## src/rtl/mvm_pkg.sv

```systemverilog
// Shared definitions for the matrix-vector load sequencer: state encoding and
// line/index width helpers used by the sequencer and its environment.
package mvm_pkg;

  typedef logic [2:0] mvm_seq_state_t;

  localparam mvm_seq_state_t ST_IDLE      = 3'd0;
  localparam mvm_seq_state_t ST_CLR       = 3'd1;
  localparam mvm_seq_state_t ST_REQ       = 3'd2;
  localparam mvm_seq_state_t ST_WAIT_DATA = 3'd3;
  localparam mvm_seq_state_t ST_COMPUTE   = 3'd4;
  localparam mvm_seq_state_t ST_DONE      = 3'd5;
  localparam mvm_seq_state_t ST_ERR       = 3'd6;

  localparam int DEF_DATA_WIDTH = 8;
  localparam int DEF_DEPTH      = 8;
  localparam int LINE_W         = DEF_DEPTH * DEF_DATA_WIDTH;
  localparam int IDX_W          = $clog2(DEF_DEPTH + 2);

  function automatic int line_width(input int depth, input int data_width);
    return depth * data_width;
  endfunction

  // Index must reach DEPTH+1 (one past the B line) after a complete job.
  function automatic int idx_width(input int depth);
    return $clog2(depth + 2);
  endfunction

endpackage

```

## src/rtl/mvm_timeout_ctr.sv

```systemverilog
// Per-wait cycle counter: cleared on state entry, counts while enabled and
// flags the last allowed cycle so the FSM can abort on that edge.
module mvm_timeout_ctr #(
  parameter int TIMEOUT = 255
) (
  input  logic clk,
  input  logic rst_n,
  input  logic clear,
  input  logic enable,
  output logic expired
);

  localparam int CW = $clog2(TIMEOUT + 1);

  logic [CW-1:0] count_reg;

  // Expired during the TIMEOUT-th enabled cycle, so the abort lands exactly then.
  assign expired = enable && (count_reg == CW'(TIMEOUT - 1));

  always_ff @(posedge clk or negedge rst_n) begin
    if (!rst_n) begin
      count_reg <= '0;
    end else if (clear) begin
      count_reg <= '0;
    end else if (enable && !expired) begin
      count_reg <= count_reg + 1'b1;
    end
  end

endmodule

```

## src/rtl/mvm_load_sequencer.sv

```systemverilog
// Runs one matrix-vector job: clears the MAC, streams DEPTH A lines and one
// B line from memory into mat_vec_mult, then waits for its completion.
module mvm_load_sequencer
  import mvm_pkg::*;
#(
  parameter int                DATA_WIDTH = 8,
  parameter int                DEPTH      = 8,
  parameter int                ADDR_W     = 32,
  parameter logic [ADDR_W-1:0] BASE_ADDR  = '0,
  parameter int                TIMEOUT    = 255
) (
  input  logic                               clk,
  input  logic                               rst_n,
  input  logic                               start,
  output logic                               busy,
  output logic                               done,
  output logic                               err,
  output logic [ADDR_W-1:0]                  mem_address,
  output logic                               mem_read,
  input  logic [line_width(DEPTH, DATA_WIDTH)-1:0] mem_readdata,
  input  logic                               mem_readdatavalid,
  input  logic                               mem_waitrequest,
  output logic                               mac_clr,
  output logic                               a_wren,
  output logic                               b_wren,
  output logic [line_width(DEPTH, DATA_WIDTH)-1:0] line_data,
  input  logic                               mac_done,
  output logic [idx_width(DEPTH)-1:0]        line_idx
);

  localparam int              LW       = line_width(DEPTH, DATA_WIDTH);
  localparam int              IW       = idx_width(DEPTH);
  localparam logic [IW-1:0]   LAST_IDX = IW'(DEPTH);

  mvm_seq_state_t state_reg;
  mvm_seq_state_t state_next;
  logic [IW-1:0]  line_idx_reg;
  logic [LW-1:0]  line_data_reg;
  logic           a_wren_reg;
  logic           b_wren_reg;

  logic idle_like;
  logic job_start;
  logic capture;
  logic last_line;
  logic tmo_clear;
  logic tmo_enable;
  logic tmo_expired;

  assign idle_like  = (state_reg == ST_IDLE) || (state_reg == ST_DONE) ||
                      (state_reg == ST_ERR);
  assign job_start  = idle_like && start;
  assign capture    = (state_reg == ST_WAIT_DATA) && mem_readdatavalid;
  assign last_line  = (line_idx_reg == LAST_IDX);
  assign tmo_enable = (state_reg == ST_REQ) || (state_reg == ST_WAIT_DATA);
  // Any state change restarts the window, which covers every entry to REQ/WAIT_DATA.
  assign tmo_clear  = (state_next != state_reg);

  mvm_timeout_ctr #(
    .TIMEOUT (TIMEOUT)
  ) u_timeout (
    .clk     (clk),
    .rst_n   (rst_n),
    .clear   (tmo_clear),
    .enable  (tmo_enable),
    .expired (tmo_expired)
  );

  always_comb begin
    state_next = state_reg;
    case (state_reg)
      ST_IDLE, ST_DONE, ST_ERR: begin
        if (start) state_next = ST_CLR;
      end
      ST_CLR: begin
        state_next = ST_REQ;
      end
      ST_REQ: begin
        // Acceptance wins over the timeout on the final allowed cycle.
        if (!mem_waitrequest)  state_next = ST_WAIT_DATA;
        else if (tmo_expired)  state_next = ST_ERR;
      end
      ST_WAIT_DATA: begin
        if (mem_readdatavalid) state_next = last_line ? ST_COMPUTE : ST_REQ;
        else if (tmo_expired)  state_next = ST_ERR;
      end
      ST_COMPUTE: begin
        if (mac_done) state_next = ST_DONE;
      end
      default: begin
        state_next = ST_IDLE;
      end
    endcase
  end

  always_ff @(posedge clk or negedge rst_n) begin
    if (!rst_n) begin
      state_reg <= ST_IDLE;
    end else begin
      state_reg <= state_next;
    end
  end

  always_ff @(posedge clk or negedge rst_n) begin
    if (!rst_n) begin
      line_idx_reg <= '0;
    end else if (job_start) begin
      line_idx_reg <= '0;
    end else if (capture) begin
      line_idx_reg <= line_idx_reg + 1'b1;
    end
  end

  // Data and write strobes leave together one cycle after the memory beat.
  always_ff @(posedge clk or negedge rst_n) begin
    if (!rst_n) begin
      line_data_reg <= '0;
      a_wren_reg    <= 1'b0;
      b_wren_reg    <= 1'b0;
    end else begin
      if (capture) line_data_reg <= mem_readdata;
      a_wren_reg <= capture && !last_line;
      b_wren_reg <= capture && last_line;
    end
  end

  assign busy        = (state_reg == ST_CLR) || (state_reg == ST_REQ) ||
                       (state_reg == ST_WAIT_DATA) || (state_reg == ST_COMPUTE);
  assign done        = (state_reg == ST_DONE);
  assign err         = (state_reg == ST_ERR);
  assign mac_clr     = (state_reg == ST_CLR);
  assign mem_read    = (state_reg == ST_REQ);
  assign mem_address = BASE_ADDR + ADDR_W'(line_idx_reg);
  assign line_idx    = line_idx_reg;
  assign line_data   = line_data_reg;
  assign a_wren      = a_wren_reg;
  assign b_wren      = b_wren_reg;

endmodule

```

## config.mk

```make
export PLATFORM = sky130hd
export DESIGN_NAME = mvm_load_sequencer
export DESIGN_NICKNAME = d
export VERILOG_FILES = /design/src/rtl/mvm_pkg.sv /design/src/rtl/mvm_timeout_ctr.sv /design/src/rtl/mvm_load_sequencer.sv
export SDC_FILE = /design/constraint.sdc
export NUM_CORES = 1
export LEC_CHECK = 0
export BUFFER_PORTS_ARGS = -buffer_cell sky130_fd_sc_hd__buf_2
export CAP_MARGIN = 20
export CORE_MARGIN = 8
export CORE_UTILIZATION = 35
export CTS_CLUSTER_SIZE = 24
export DETAILED_ROUTE_END_ITERATION = 10
export PLACE_DENSITY_LB_ADDON = 0.1
export SLEW_MARGIN = 40
export SYNTH_ARGS = -nofsm -noshare
export SYNTH_HDL_FRONTEND = slang
export SYNTH_SLANG_ARGS = --single-unit
```

## constraint.sdc

```tcl
create_clock -name clk -period 2.42 [get_ports clk]
set_clock_uncertainty 0.15 [all_clocks]
set_input_delay 0.121 -clock clk [delete_from_list [all_inputs] [get_ports clk]]
set_output_delay 0.121 -clock clk [all_outputs]
set_load 0.05 [all_outputs]
```

* Word-level counts from Yosys, hierarchy flattened
Cells that the tools add are included.
Cells by class: eq/ne operators 9, add/subtract/negate cells 2, mux-type cells 11, reduce and logical (&&, ||, !) cells 18
Operators by type and width (count):
- $mux W3 | 6
- $mux W8 | 2
- $pmux W3 S5 | 1
- $eq A3 B3 Y1 const B | 3
- $add A8 B1 Y8 const B | 1
- $eq A8 B8 Y1 const B | 1
- $mux W4 | 2
- $eq A3 B2 Y1 const B | 2
- $logic_and A1 B1 Y1 | 6
- $logic_or A1 B1 Y1 | 6
- $add A4 B1 Y4 const B | 1
- $eq A4 B4 Y1 const B | 1
- $reduce_bool A2 Y1 | 2
- $eq A3 B1 Y1 const B | 1
- $logic_not A3 Y1 | 1
- $ne A3 B3 Y1 | 1
- $reduce_or A3 Y1 | 1
- $logic_not A1 Y1 | 2
Word-level totals: bits in registers 81, input bits 70, word-level logic and storage cells 46, output and inout port bits 107

* Depth between registers and ports, before layout
depth in word-level cells 8, mapped depth 7, mapped depth without buffers 7

* Hierarchy
A second synthesis with hierarchy kept.
Unflattened totals: cell total of the unflattened synthesis 424, area total of the unflattened synthesis 3749.8 sq um
By module, submodules not included:
- mvm_load_sequencer | seq. area each 1826.8 sq um, times used 1, area each 3243.1 sq um, cells an instance 376
- mvm_timeout_ctr | seq. area each 200.2 sq um, times used 1, area each 506.7 sq um, cells an instance 48

* Worst setup path before layout
Ideal clock, no wire load.
kind register -> register, start point reg state_reg[0], end point reg u_timeout.count_reg[0], required time 2.136 ns, cell stages (with the launch flop) 7, setup time 0.134 ns, clock period less this slack 2.457 ns, path buffers 1, arrival 2.173 ns, setup slack -0.037 ns, cell sequence dfrtp_1 > buf_2 > inv_1 > nor3_1 > a31oi_1 > o211ai_2 > nor3_1
On the way: elaborated cells on any way between the ends 21, classes of those cells eq/ne: 7; mux: 7; reduce/logical: 7
RTL lines:
- start: declaration | RTL line mvm_load_sequencer.sv:35 | mvm_seq_state_t state_reg;
- start signal: assignment | RTL line mvm_load_sequencer.sv:100 | state_reg <= state_next;
- $eq A3 B1 Y1 *
- net mac_clr | RTL line mvm_load_sequencer.sv:23 | output logic mac_clr,
- $pmux W3 S5 * | RTL line mvm_load_sequencer.sv:71 | case (state_reg)
- $ne A3 B3 Y1 * | RTL line mvm_load_sequencer.sv:57 | assign tmo_clear = (state_next != state_reg);
- $mux W8 or $reduce_bool A2 Y1 (tied branches)
- end signal: assignment | RTL line mvm_timeout_ctr.sv:26 | count_reg <= count_reg + 1'b1;
- end: declaration | RTL line mvm_timeout_ctr.sv:15 | logic [CW-1:0] count_reg;
Mark *: on every way through the listed nets, which the timed path passes. The rest lies on a longest branch. A chain may end at the register's enable or synchronous reset.

* Worst setup path in the final report
start point reg state_reg[0], end point reg u_timeout.count_reg[2]
On the way: longest elaborated chain between the ends 8, elaborated cells on any way between the ends 21, classes of those cells eq/ne: 7; mux: 7; reduce/logical: 7
RTL lines:
- $eq A3 B2 Y1 | RTL line mvm_load_sequencer.sv:55, mvm_load_sequencer.sv:71
- $logic_or A1 B1 Y1 | RTL line mvm_load_sequencer.sv:55 | assign tmo_enable = (state_reg == ST_REQ) || (state_reg == ST_WAIT_DATA);
- $logic_and A1 B1 Y1 | RTL line mvm_timeout_ctr.sv:18 | assign expired = enable && (count_reg == CW'(TIMEOUT - 1));
- $mux W3 | RTL line mvm_load_sequencer.sv:81, mvm_load_sequencer.sv:85
- $mux W3, on equally long branches | RTL line mvm_load_sequencer.sv:84, mvm_load_sequencer.sv:80
- $pmux W3 S5 | RTL line mvm_load_sequencer.sv:71
- $ne A3 B3 Y1 | RTL line mvm_load_sequencer.sv:57
- $mux W8 or $reduce_bool A2 Y1 (tied branches)
Several ways; a longest one is shown, not always the timed one.

==> metrics.md <==
| Metric | Value |
|---|---|
| Leakage | `2.92 nW` |
| First DRT Iteration DRCs | `150` |
| Post-synth EDFFs | `0` |
| ANT nets after route | `0` |
| Most numerous cell in the Yosys netlist | `nand2_1` |
| TritonCTS clock tree | `built` |
| Mapped Cells | `416` |
| CP Cell Sequence | `or4b_1, o21ai_1, a31oi_1, o211ai_2, nor3_1` |
| Tcrit/Tclk final | `82.8%` |
| Setup repair bufs after CTS | `0` |
| Mapped Area | `3640 µm²` |
| Std-Cell Rows | `37` |
| Mean Syn Cell Area | `8.76 µm²` |
| CP required | `2.49 ns` |
| DRT Wirelength | `10600 µm` |
| Vias in the first global route | `3626` |
| DR vias | `3298` |
| Average routed wire per standard cell | `13.8 µm` |
| Cts bufs inserted | `9` |
| Boundary pin count | `177` |
| Cell taking the most area after synthesis | `dfrtp_1` |
| Initial Util | `35.6%` |
| Critical path's slowest cell | `or4b_1` |
| Vias per inst | `4.29` |
| Setup tns final | `0 ns` |
| Synthesized flop and latch total | `81` |
| Routability cong. | `0.799` |
| Int Power | `3.34 mW` |
| Share of layout cells above drive strength 1 | `27.8%` |
| Register area share after synthesis | `55.6%` |
| Initial antenna violation count | `0` |
| Library cells used by synthesis | `32` |
| Setup crit start kind | `flip-flop` |
| Peak supply drop | `810 µV` |
| Crit Path Category | `flip-flop to flip-flop` |
| Worst min path class | `primary input to flip-flop` |
| Clk sink count | `81` |
| Fmax | `0.499 GHz` |
| Final net count | `702` |
| Die Span Y | `118 µm` |
| Final hold violations | `0` |
| Main synth FF type | `dfrtp_1` |
| # diodes | `0` |
| Max reg flops | `64` |
| Largest net degree at the start of global routing | `45` |
| Max stage delay on crit path | `0.56 ns` |
| Final Setup Violations | `0` |
| Clk Tree Root Cell | `clkbuf_8` |
| Die extent in x | `118 µm` |
| Max_cap viols | `0` |
| Buf/Inv on CP | `0` |
| Syn-to-layout area delta | `44.6%` |
| Outcome | `finished clean` |
| Comb pwr share | `57.9%` |
| DR pass1 iterations | `4` |
| DIE AREA | `13900 µm²` |
| Worst skew pair latency | `0.34 ns` |
| Clk buf depth | `2` |
| Hold path cells | `5` |
| R2R depth | `5` |
| Worst Tran Pin Value | `0.584 ns` |
| Setup crit end kind | `flip-flop` |
| Total congestion overflow | `0` |
| Final hold slack | `0.0766 ns` |
| H-Tree Depth | `3` |
| Dpl hpwl | `7300 µm` |
| Yosys warns | `0` |
| Ys async rst share | `100%` |
| PwrDens | `1440 nW/µm²` |
| Fin crit period | `2.00 ns` |
| Most instantiated cells after synthesis | `198 x nand2_1, 81 x dfrtp_1, 32 x buf_4` |
| Cell class contributing the biggest share of worst-path delay | `simple AND/OR/NAND/NOR gates` |
| RSZ-0062 raised after global routing | `false` |
| Sw Pwr | `4.26 mW` |
| Max Fanout on Critical Path | `14` |
| Flop pwr share | `30.7%` |
| Power Total | `7.60 mW` |
| Total GRT Usage | `15.6%` |
| Filler Cell Count | `982` |
| Final Max Tran Viols | `0` |
| Clock power frac | `11.4%` |
| Max_slew headroom | `61.0%` |
| Cell count along the critical path | `5` |
| Clock transition at path regs | `0.07 ns` |
| Yosys top cell area share | `55.6%` |
| Global-route wire length before repair | `18000 µm` |
| # DRC | `0` |
| Sw Share | `56.0%` |
| Worst EP arrival | `2.07 ns` |
| Synth top area cells | `dfrtp_1 56%, nand2_1 20%, buf_4 6.6%` |
| Core Area | `10200 µm²` |
| IO buf count | `148` |
| PostCTS Resize Cnt | `0` |
kinds of logic after synthesis:
| logic type | share of synthesized area, % |
|---|---|
| AO/OA/AOI/OAI | 3.78 |
| XOR/XNOR | 2.40 |
| adder cells (fa/ha/maj) | 1.37 |
| buffers and inverters | 9.48 |
| flip-flops | 55.6 |
| other | 0.103 |
| AND/OR/NAND/NOR | 27.2 |
placed cells by master (no fill, tap or decap), types with 3 or more instances in the layout:
cell type	synthesis	final
nand3_1	5	4
inv_1	5	5
o21ai_0	4	4
a21oi_1	4	4
nand2_1	198	198
nor3_1	11	10
xor2_1	4	4
nand4_1	3	3
conb_1	1	28
ha_1	4	4
nand2b_1	6	6
dfrtp_1	81	81
clkbuf_8	0	10
nor2_1	13	13
and3_1	5	4
buf_4	32	8
dlygate4sd3_1	0	67
xnor2_1	6	6
buf_2	9	147
power groups by stage:
| stage | logic, mW | clock network (mW) | registers [mW] |
|---|---|---|---|
| 2_1_floorplan | 1.43 | 0 | 4.23 |
| 3_3_place_gp | 4.34 | 0 | 2.33 |
| 3_5_place_dp | 4.37 | 0 | 2.33 |
| 4_1_cts | 4.45 | 0.916 | 2.33 |
| 5_1_grt | 4.73 | 0.964 | 2.43 |
| 6_report | 4.40 | 0.865 | 2.33 |
layer usage:
| metal | track usage [%] | vias to the layer above | share of wire, % |
|---|---|---|---|
| met5 | 0 | - | 0 |
| met4 | 4.40 | 0 | 1.2 |
| met3 | 7.19 | 12 | 8.5 |
| met2 | 25.1 | 108 | 46 |
| met1 | 18.4 | 1515 | 44 |
| li1 | - | 1663 | - |
repair_timing:
action,in CTS,in global routing
hold buffers,67,0
hold endpoints to repair,109,0
endpoints found under the setup margin,0,0
stage by stage:
stage	cell area (µm²)	cells	util, %	setup slack, ns
2_1_floorplan	3750	443	-	0.429
3_3_place_gp	4440	686	43.4	0.408
3_5_place_dp	4440	686	43.4	0.447
4_1_cts	5270	768	51.5	0.430
5_1_grt	5270	768	51.5	0.295
6_report	5270	768	51.5	0.417
worst reg2reg max path, stage by stage, from the launching register on:
cell	delay, ns
dfrtp_1	0.52
or4b_1	0.56
o21ai_1	0.10
a31oi_1	0.08
o211ai_2	0.36
nor3_1	0.10
area by class of cell:
cell class / count / area, µm² / area share [%]
inverters: 5 / 18.8 / 0.356
well taps: 136 / 170 / 3.23
multi-input cells: 307 / 1380 / 26.3
flip-flops and latches: 81 / 2030 / 38.5
repair buffers: 224 / 1510 / 28.6
clock buffers: 12 / 145 / 2.75
clock inverters: 3 / 17.5 / 0.332
worst paths after layout:
path	to	slack, ns	start
max	u_timeout.count_reg[2]$_DFFE_PN0P_	0.42	state_reg[0]$_DFF_PN0_
min	state_reg[0]$_DFF_PN0_	0.08	mac_done
max reg2reg	u_timeout.count_reg[2]$_DFFE_PN0P_	0.42	state_reg[0]$_DFF_PN0_
min reg2reg	line_data[19]$_DFFE_PN0P_	0.32	line_data[19]$_DFFE_PN0P_
max in group asynchronous	line_data[13]$_DFFE_PN0P_	1.32	rst_n
min in group asynchronous	line_data[5]$_DFFE_PN0P_	0.15	rst_n
Note: power is estimated with default switching activity, not from simulation.
